<file path="config.mk">
export PLATFORM = sky130hd
export DESIGN_NAME = prefix_accum16
export DESIGN_NICKNAME = d
export VERILOG_FILES = /design/src/rtl/prefix_accum_pkg.sv /design/src/rtl/SK16.sv /design/src/rtl/prefix_accum16.sv
export SDC_FILE = /design/constraint.sdc
export NUM_CORES = 1
export LEC_CHECK = 0
export ABC_AREA = 1
export BUFFER_PORTS_ARGS = -buffer_cell sky130_fd_sc_hd__buf_2
export CAP_MARGIN = 20
export CORE_ASPECT_RATIO = 0.5
export CORE_UTILIZATION = 52
export DETAILED_ROUTE_END_ITERATION = 6
export PLACE_DENSITY = 0.88
export SYNTH_ARGS = -nofsm -noshare
export SYNTH_HDL_FRONTEND = slang
export SYNTH_SLANG_ARGS = --single-unit
</file>
<file path="constraint.sdc">
create_clock -name clk -period 1.9 [get_ports clk]
set_input_delay 0 -clock clk [delete_from_list [all_inputs] [get_ports clk]]
set_output_delay 0 -clock clk [all_outputs]
set_load 0.01 [all_outputs]
</file>
<file path="src/rtl/prefix_accum_pkg.sv">
// Shared widths, limits and FSM state type for the prefix_accum16 frame accumulator.
package prefix_accum_pkg;

  localparam int unsigned DATA_W = 16;
  localparam int unsigned CNT_W  = 8;
  localparam logic [CNT_W-1:0] CNT_MAX = 8'd255;

  typedef enum logic {
    ACCUM = 1'b0,
    HOLD  = 1'b1
  } state_t;

endpackage

</file>
<file path="src/rtl/SK16.sv">
// SK16: 16-bit combinational Sklansky parallel-prefix adder (carry-in fixed at 0).
module SK16 (
  input  logic [15:0] a,
  input  logic [15:0] b,
  output logic [15:0] sum,
  output logic        cout
);

  logic [15:0] r_unused_none;
  logic [15:0] w_p0;
  logic [15:0] w_g;
  logic [15:0] w_p;
  logic [15:0] w_gn;
  logic [15:0] w_pn;

  assign r_unused_none = '0;

  always_comb begin
    w_p0 = a ^ b;
    w_g  = a & b;
    w_p  = w_p0;
    w_gn = '0;
    w_pn = '0;
    // Each level merges bit i with the top bit of the preceding 2^l-wide block.
    for (int unsigned l = 0; l < 4; l++) begin
      w_gn = w_g;
      w_pn = w_p;
      for (int unsigned i = 0; i < 16; i++) begin
        if (((i >> l) & 32'd1) == 32'd1) begin
          w_gn[i] = w_g[i] | (w_p[i] & w_g[((i >> l) << l) - 1]);
          w_pn[i] = w_p[i] & w_p[((i >> l) << l) - 1];
        end
      end
      w_g = w_gn;
      w_p = w_pn;
    end
    sum  = w_p0 ^ {w_g[14:0], 1'b0};
    cout = w_g[15];
  end

endmodule

</file>
<file path="src/rtl/prefix_accum16.sv">
// Frame accumulator: sums FRAME_LEN samples through SK16 and counts carry-outs.
// Define ACCUM_SAT_EN to saturate the frame sum to 16'hFFFF after the first carry.
module prefix_accum16
  import prefix_accum_pkg::*;
#(
  parameter int unsigned FRAME_LEN = 8
) (
  input  logic              clk,
  input  logic              rst_n,
  input  logic              in_valid,
  output logic              in_ready,
  input  logic [DATA_W-1:0] in_data,
  input  logic              abort,
  output logic              out_valid,
  input  logic              out_ready,
  output logic [DATA_W-1:0] out_sum,
  output logic [CNT_W-1:0]  out_carries
);

  localparam logic [CNT_W-1:0] LAST_IDX = CNT_W'(FRAME_LEN - 1);

  state_t r_state;
  state_t w_state_next;

  logic [DATA_W-1:0] r_acc;
  logic [CNT_W-1:0]  r_carry_cnt;
  logic [CNT_W-1:0]  r_sample_cnt;
  logic [DATA_W-1:0] r_out_sum;
  logic [CNT_W-1:0]  r_out_carries;

  logic [DATA_W-1:0] w_sum;
  logic              w_cout;
  logic              w_accept;
  logic              w_last;
  logic [DATA_W-1:0] w_acc_next;
  logic [CNT_W-1:0]  w_cnt_next;

  SK16 u_sk16 (
    .a    (r_acc),
    .b    (in_data),
    .sum  (w_sum),
    .cout (w_cout)
  );

  assign w_accept = in_valid && in_ready;
  assign w_last   = (r_sample_cnt == LAST_IDX);

`ifdef ACCUM_SAT_EN
  // Once forced to all-ones, every nonzero add carries again, so no sticky flag is needed.
  assign w_acc_next = w_cout ? '1 : w_sum;
`else
  assign w_acc_next = w_sum;
`endif

  assign w_cnt_next = (w_cout && (r_carry_cnt != CNT_MAX)) ? r_carry_cnt + 1'b1 : r_carry_cnt;

  always_ff @(posedge clk) begin
    if (!rst_n) begin
      r_state <= ACCUM;
    end else begin
      r_state <= w_state_next;
    end
  end

  always_comb begin
    w_state_next = r_state;
    unique case (r_state)
      ACCUM: if (w_accept && w_last) w_state_next = HOLD;
      HOLD:  if (out_ready)          w_state_next = ACCUM;
      default: w_state_next = ACCUM;
    endcase
  end

  always_comb begin
    in_ready  = 1'b0;
    out_valid = 1'b0;
    unique case (r_state)
      ACCUM: in_ready  = !abort;
      HOLD:  out_valid = 1'b1;
      default: ;
    endcase
  end

  always_ff @(posedge clk) begin
    if (!rst_n) begin
      r_acc         <= '0;
      r_carry_cnt   <= '0;
      r_sample_cnt  <= '0;
      r_out_sum     <= '0;
      r_out_carries <= '0;
    end else if (r_state == ACCUM) begin
      if (abort) begin
        r_acc        <= '0;
        r_carry_cnt  <= '0;
        r_sample_cnt <= '0;
      end else if (w_accept) begin
        if (w_last) begin
          r_out_sum     <= w_acc_next;
          r_out_carries <= w_cnt_next;
          r_acc         <= '0;
          r_carry_cnt   <= '0;
          r_sample_cnt  <= '0;
        end else begin
          r_acc        <= w_acc_next;
          r_carry_cnt  <= w_cnt_next;
          r_sample_cnt <= r_sample_cnt + 1'b1;
        end
      end
    end
  end

  assign out_sum     = r_out_sum;
  assign out_carries = r_out_carries;

endmodule

</file>
# Word-level counts from Yosys, hierarchy flattened
# Cells that the tools add are included.
[word_totals] ramBits=0 memories=0 input_bits=21 romBits=0 output_inout_bits=26 latch_bits=0 regBits=57
[op_classes] bitwise=86 div_mod_pow=0 reduce_logical=7 shift=0 n_mux=15 eq_ne=2 addsub=2 n_lt_le_gt_ge=0 multipliers=0
[op_table] cell="$mux 8" count=7
[op_table] cell="$and 1x1->1" count=49
[op_table] cell="$mux 16" count=3
[op_table] cell="$or 1x1->1" count=32
[op_table] cell="$xor 16x16->16" count=2
[op_table] cell="$add 8x1->8 const B" count=2
[op_table] cell="$and 16x16->16" count=1
[op_table] cell="$eq 8x3->1 const B" count=1
[op_table] cell="$ne 8x8->1 const B" count=1
[op_table] cell="$mux 1" count=4
[op_table] cell="$reduce_and 4->1" count=1
[op_table] cell="$logic_and 1x1->1" count=3
[op_table] cell="$not 1->1" count=2
[op_table] cell="$pmux 1 s2" count=1
[op_table] cell="$reduce_and 2->1" count=1
[op_table] cell="$reduce_bool 2->1" count=1
[op_table] cell="$logic_not 1->1" count=1

# Logic depth before layout (Yosys ltp)
# Gate-level depths: netlist (run 1).
[depth] word_depth=14 mapped_depth=16 mapped_depth_nobuf=16

# Cells and area by module
# Synthesis (run 1) repeated with hierarchy kept, for this count alone.
[unflattened] hier_cells=470 hier_area_um2=3320.7
[by_module_without_submodules] mod="prefix_accum16" area_each_um2=2566.2 n_inst=1 cells_each=343
[by_module_without_submodules] mod="SK16" area_each_um2=754.5 n_inst=1 cells_each=127

# Worst setup path before layout (run 1)
# No wires, ideal clock.
[synth_path] kind="reg2reg" startpoint="register r_acc[0]" endpoint="register r_acc[8]" setup_slack_ns=-0.195 path_stages_with_launch=14 setup_ns=0.129 t_arrival_ns=1.966 path_cell_list="dfxtp_1 -> ha_1 -> inv_1 -> fa_1 -> inv_1 -> nand3_1 -> nand2_1 -> nand2_1 -> nand2_2 -> inv_1 -> fa_1 -> o22ai_1 -> inv_1 -> nor2_1"
[synth_via] elab_chain_cells=11
[synth_lines] item="start, declared" line="prefix_accum16.sv:25" rtl="logic [DATA_W-1:0] r_acc;"
[synth_lines] item="start signal, assigned" line="prefix_accum16.sv:104" rtl="r_acc <= w_acc_next;"
[synth_lines] item="$and 16x16->16" line="SK16.sv:20" rtl="w_g = a & b;"
[synth_lines] item="$and 1x1->1" line="SK16.sv:30" rtl="w_gn[i] = w_g[i] | (w_p[i] & w_g[((i >> l) << l) - 1]);"
[synth_lines] item="$or 1x1->1" line="SK16.sv:30"
[synth_lines] item="$and 1x1->1" line="SK16.sv:30"
[synth_lines] item="$or 1x1->1" line="SK16.sv:30"
[synth_lines] item="$and 1x1->1" line="SK16.sv:30"
[synth_lines] item="$or 1x1->1" line="SK16.sv:30"
[synth_lines] item="$xor 16x16->16" line="SK16.sv:37" rtl="sum = w_p0 ^ {w_g[14:0], 1'b0};"
[synth_lines] item="$mux 16" line="prefix_accum16.sv:97" rtl="if (w_last) begin"
[synth_lines] item="$mux 16" line="prefix_accum16.sv:96" rtl="end else if (w_accept) begin"
[synth_lines] item="$mux 16" line="prefix_accum16.sv:92" rtl="if (abort) begin"
# No other way between the ends. The select of a mux whose other input is x is not followed.
# A chain may end at the register's enable or synchronous reset.

# Worst setup path after layout (run 1)
# Same ends and word-level chain as after synthesis.

==> metrics.txt, run 1 <==
CTS tree built; outcome finished, violations left; initial antenna violation count 2; CP max FO 3; post-synth cell types 35; Final GP Congestion 0.851; max cap viols 0; Remaining DRCs 0; Leak Pwr 0.00223 uW; Setup crit start kind flip-flop; number of global-route vias before repair 3654; total power 3640 uW; FILL cells 281; GRT Residual Overflow 0; placed instance count 595; # rows 19; number of DRC markers in iteration 0 655; most numerous cell in the Yosys netlist nand2_1; Fin Setup TNS -11.11 ns; number of synthesized flops with an enable pin 0; core footprint 5750 sq um; final hold vios 0; Total GRT Usage 35.8%; Post-Route WL 13.6 mm; failing checks negative setup slack; share of cells above drive strength 1 36.9%; Main synth FF type dfxtp_1; Synth top area share 35.0%; Initial Util 56.6%; largest area contributor in the netlist dfxtp_1; TritonRoute pass-1 iters 5; Worst Hold Slack 0.0798 ns; pin count of the biggest net entering global routing 39; RSZ-0062 raised after global routing yes; I/O Buffers 46; clock root cell clkbuf_16; Horiz. Die Dim 114 um; die height 58.0 um; synth top area cells dfxtp_1, nand2_1, inv_1; Tcrit/Tclk final 124%; max-slew violations 0; clk slew on worst S/H paths 0.05 ns; hpwl dp 5.50 mm; synthesized area per cell 7.01 sq um; f_max 424 MHz; drt via density 6.37; CP required 2.15 ns; H-tree depth 3; first-pass GRT wire length 17.7 mm; number of synthesized register bits 57; crit path time final 2.36 ns; cts bufs inserted 9; Final setup viols 40; Clock Path Buffers 2; antenna viol nets, final 0; Peak supply drop 0.000848 V; Final WS setup -0.461 ns; ys async rst share 0%; CTS Sinks 57; Syn Nets 507; register area 1140 sq um; DP Worst Slack -0.239 ns; Multi-input gate area 2290 sq um; # IOs 47; Final nets 579; Slew @ Worst Pin 0.674 ns; Hold Path Class in2reg; Mapped Area 3260 sq um; Post-synth top cells nand2_1, inv_1, dfxtp_1, nor2_1, a21oi_1; synthesized instance count 465; Pwr Density 778 nW/um^2; area delta synth->final 43.4%; post-synthesis sequential area ratio 35.0%; Crit. End Element flip-flop; CP arrival 2.62 ns; CP Class reg2reg; DR WL/cell 21.8 um; clock latency at the later pin of the worst-skew pair 0.34 ns; Yosys warnings 0; final cell count without fillers 627; clock skew 0.0117 ns; normalized max-slew margin 55.0%; Die Area 6610 sq um; vias after detailed routing 3994
-- kinds of logic (layout without fill, tap and decap cells) --
logic type      after synthesis  after routing  share of synthesized area, %
xor+xnor                      8              8                          2.15
compound gates               79             79                          14.7
flops                        57             57                          35.0
buf+inv                      84            160                          10.6
other cells                   0              1                             0
simple gates                216            217                          28.6
fa+ha+maj                    21             21                          8.99
-- cell type report --
cell class                 instances  area share, %
sequential                        57           24.5
tap                               84           2.25
timing repair buffer              75           11.3
multi-input combinational        325           49.1
antenna                            1         0.0536
clock buffer                      12           5.70
clock inverter                     4           1.58
inverter                          69           5.60
-- placed cells by master (no fill, tap or decap), types with 3 or more instances in the layout --
master	Yosys	routed
nand3b_1	4	4
dfxtp_1	57	56
nand2_2	4	20
a211oi_2	3	3
o22ai_1	4	3
a211oi_1	3	3
clkbuf_8	0	3
o21ai_1	8	4
nand2_4	3	22
nand2_1	116	79
inv_1	66	61
o21ai_0	12	12
nand4_1	3	3
o21ai_2	0	4
ha_1	17	14
nand3_1	28	13
inv_2	3	7
buf_2	2	46
nor2_1	48	46
nand2_8	0	3
a21o_1	4	4
fa_2	0	4
nand3_4	0	8
a21oi_4	0	3
buf_6	2	9
nor2_2	3	5
xor2_1	6	6
a21oi_2	6	11
nand3_2	0	7
ha_4	0	3
buf_4	3	14
clkbuf_16	0	9
a21oi_1	34	26
-- report_power, final --
part / switching [uW] / leakage (uW) / total (uW) / internal (uW)
logic: 326 / 0.00160 / 528 / 202
clock network: 624 / 0.000169 / 1880 / 1260
registers: 15.8 / 0.000461 / 1230 / 1210
total: 965 / 0.00223 / 3640 / 2670
-- sequential cells by signal (all words and copies together), names as in the netlist --
signal	flops
out_sum	16
r_acc	16
out_carries	8
r_carry_cnt	8
r_sample_cnt	8
r_state	1
-- worst paths after layout --
path                                start              end  slack [ns]  cells past startpoint
worst min register to register  r_acc[12]        r_acc[12]        0.47                      2
worst max register to register   r_acc[0]         r_acc[8]       -0.46                     13
worst min-delay path                rst_n  r_sample_cnt[2]        0.08                      3
worst max-delay path             r_acc[0]         r_acc[8]       -0.46                     13
-- through the flow --
| step | area, sq um | utilization [%] |
|---|---|---|
| 2_1_floorplan | 3280 | - |
| 3_3_place_gp | 3670 | 63.7 |
| 3_5_place_dp | 3670 | 63.7 |
| 4_1_cts | 4270 | 74.2 |
| 5_1_grt | 4670 | 81.2 |
| 6_report | 4670 | 81.2 |
-- what timing repair did --
action                     in CTS  in global routing
hold buffers                    2                  0
cloned                          1                  0
hold endpoints to repair        2                  0
setup endpoints to repair      33                 44
buffers inserted                3                  9
resized for setup              52                 76
pin swaps                      14                 20
-- routing by layer --
metal | global-route usage [%] | part of all wire, %
met1 | 40.7 | 36
met2 | 56.2 | 42
met3 | 11.9 | 14
met4 | 29.7 | 8.7
met5 | 0 | 0
-- critical path, cell delays in order, from the launching register on --
cell and delay [ns]:
dfxtp_2 0.35, ha_4 0.14, inv_2 0.04, fa_2 0.34
inv_2 0.09, nand3_4 0.07, nand2_4 0.10, nand2_4 0.06
nand2_4 0.07, inv_2 0.04, fa_2 0.43, o22ai_1 0.23
inv_1 0.14, nor2_2 0.18
(Power assumes the default switching activity.)
==> run 2, diff against run 1 <==
--- a/config.mk
+++ b/config.mk
@@ -9,9 +9,10 @@
 export BUFFER_PORTS_ARGS = -buffer_cell sky130_fd_sc_hd__buf_2
 export CAP_MARGIN = 20
 export CORE_ASPECT_RATIO = 0.5
-export CORE_UTILIZATION = 52
+export CORE_MARGIN = 3
+export CORE_UTILIZATION = 55
 export DETAILED_ROUTE_END_ITERATION = 6
-export PLACE_DENSITY = 0.88
+export PLACE_DENSITY = 0.89
 export SYNTH_ARGS = -nofsm -noshare
 export SYNTH_HDL_FRONTEND = slang
 export SYNTH_SLANG_ARGS = --single-unit
==> constraint.sdc (replaced) <==
create_clock -name clk -period 2.9 [get_ports clk]
set_input_delay 0 -clock clk [delete_from_list [all_inputs] [get_ports clk]]
set_output_delay 0 -clock clk [all_outputs]
set_load 0.01 [all_outputs]
==> metrics.txt, run 2 (synthesis results as in run 1) <==
Post-Route WL 8.05 mm (was 13.6 mm); Peak supply drop 0.000318 V (was 0.000848 V); CP max FO 8 (was 3); crit path time final 2.36 ns (about the same); Die Area 6940 sq um (was 6610 sq um); FILL cells 436 (was 281); leading cell type in the layout, fill and taps excluded nand2_1 (unchanged); GRT Residual Overflow 0 (unchanged); area delta synth->final 18.3% (was 43.4%); share of cells above drive strength 1 17.6% (was 36.9%); Setup crit start kind flip-flop (unchanged); R2R cell count 13 (unchanged); hpwl dp 5.00 mm (was 5.50 mm); # IOs 47 (unchanged); clock root cell clkbuf_16 (unchanged); pin count of the biggest net entering global routing 26 (was 39); clock latency at the later pin of the worst-skew pair 0.33 ns (was 0.34 ns); f_max 424 MHz (about the same); outcome finished clean (was finished, violations left); CTS Sinks 57 (unchanged); CTS tree built (unchanged); DR WL/cell 13.6 um (was 21.8 um); cts bufs inserted 9 (unchanged); Fin Setup TNS 0 ns (was -11.11 ns); Final nets 555 (was 579); hold_buf cts 2 (unchanged); post-CTS resize count 0 (was 52); worst hold path depth 3 (unchanged); Worst Hold Slack 0.0566 ns (was 0.0798 ns); Initial Util 58.1% (was 56.6%); number of DRC markers in iteration 0 270 (was 655); Clock Path Buffers 2 (unchanged); diode count 0 (was 1); Util after Layout 68.7% (was 81.2%); die height 60.4 um (was 58.0 um); Remaining DRCs 0 (unchanged); drt via density 5.46 (was 6.37); Horiz. Die Dim 115 um (was 114 um); vias after detailed routing 3225 (was 3994); Leak Pwr 0.00195 uW (was 0.00223 uW); met3 WL 538 um (was 1.84 mm); most frequent cells in the layout nand2_1, inv_1, dfxtp_1 (unchanged); H-tree depth 3 (unchanged); RSZ-0062 raised after global routing no (was yes); Crit. End Element flip-flop (unchanged); antenna viol nets, final 0 (unchanged); metal2 WL 3.87 mm (was 5.75 mm); normalized max-slew margin 47.0% (was 55.0%); highest routed layer met4 (unchanged); Post-CTS Setup Repair Bufs 0 (was 3); max-slew violations 0 (unchanged); Min-Delay Startpoint rst_n (unchanged); WL met1 3.49 mm (was 4.85 mm); crit path launch r_acc[0] (unchanged); CP arrival 2.61 ns (was 2.62 ns); CP required 3.16 ns (was 2.15 ns); Pwr Density 532 nW/um^2 (was 778 nW/um^2); Slew @ Worst Pin 0.794 ns (was 0.674 ns); Final GP Congestion 0.864 (was 0.851); I/O Buffers 46 (unchanged); Tcrit/Tclk final 81.3% (was 124%); Final setup viols 0 (was 40); # rows 19 (unchanged); TritonRoute pass-1 iters 5 (unchanged); number of global-route vias before repair 2864 (was 3654); initial antenna violation count 0 (was 2); FF-to-FF Start r_acc[0] (unchanged); Total GRT Usage 23.5% (was 35.8%); final hold vios 0 (unchanged); first-pass GRT wire length 12.8 mm (was 17.7 mm); clk slew on worst S/H paths 0.05 ns (about the same); CP Class reg2reg (unchanged); core footprint 5610 sq um (was 5750 sq um); clock skew 0.00629 ns (was 0.0117 ns); max cap viols 0 (unchanged); Hold Path Class in2reg (unchanged)
## run 2: changes by cell type in the layout (fill, tap and decap cells not counted), sizes merged
cell    delta
nand2      -1
bufinv     -1
diode      -1
clkbuf     +1
buf       -23
## run 2: final timing paths
path                endpoint  slack (ns)
hold / removal    out_sum[3]        0.06
setup reg to reg    r_acc[9]        0.54
setup / recovery    r_acc[9]        0.54
hold reg to reg     r_acc[7]        0.47
## run 2: layout make-up
cell class	count	area [sq um]	area share (%)
Clock buffer	13	250	6.49
Clock inverter	3	40.0	1.04
Inverter	69	259	6.72
Multi-Input combinational cell	324	1770	46.0
Sequential cell	57	1140	29.6
Tap cell	73	91.3	2.37
Timing Repair Buffer	52	300	7.79
## run 2: routing by layer
metal / vias up / global-route usage, %
li1: 1577 / -
met1: 1498 / 28.6
met2: 126 / 40.2
met3: 24 / 7.07
met4: 0 / 9.03
met5: - / 0
## run 2: per-stage QoR
stage / cells / power [uW] / area [sq um] / setup slack, ns
6_report: 591 / 2050 / 3850 / 0.543
5_1_grt: 591 / 2110 / 3850 / 0.354
4_1_cts: 591 / 2060 / 3850 / 0.563
3_5_place_dp: 573 / 1020 / 3540 / 0.598
3_3_place_gp: 572 / 1010 / 3520 / 0.696
2_1_floorplan: 465 / 964 / 3260 / 0.805
## run 2: critical path, cell delays in order, from the launching register on
cell     delay [ns]
dfxtp_1        0.34
ha_1           0.15
inv_1          0.05
fa_1           0.40
inv_1          0.07
nand3_1        0.06
nand2_1        0.12
nand2_1        0.08
nand2_2        0.15
inv_1          0.07
fa_1           0.39
xnor2_1        0.19
nand2_1        0.07
a21oi_1        0.14
## run 2: where the power goes
| part | total (uW) | switching, uW | internal [uW] |
|---|---|---|---|
| Sequential | 804 | 8.04 | 796 |
| Clock | 1040 | 352 | 685 |
| Combinational | 211 | 134 | 76.4 |
| Total | 2050 | 494 | 1560 |
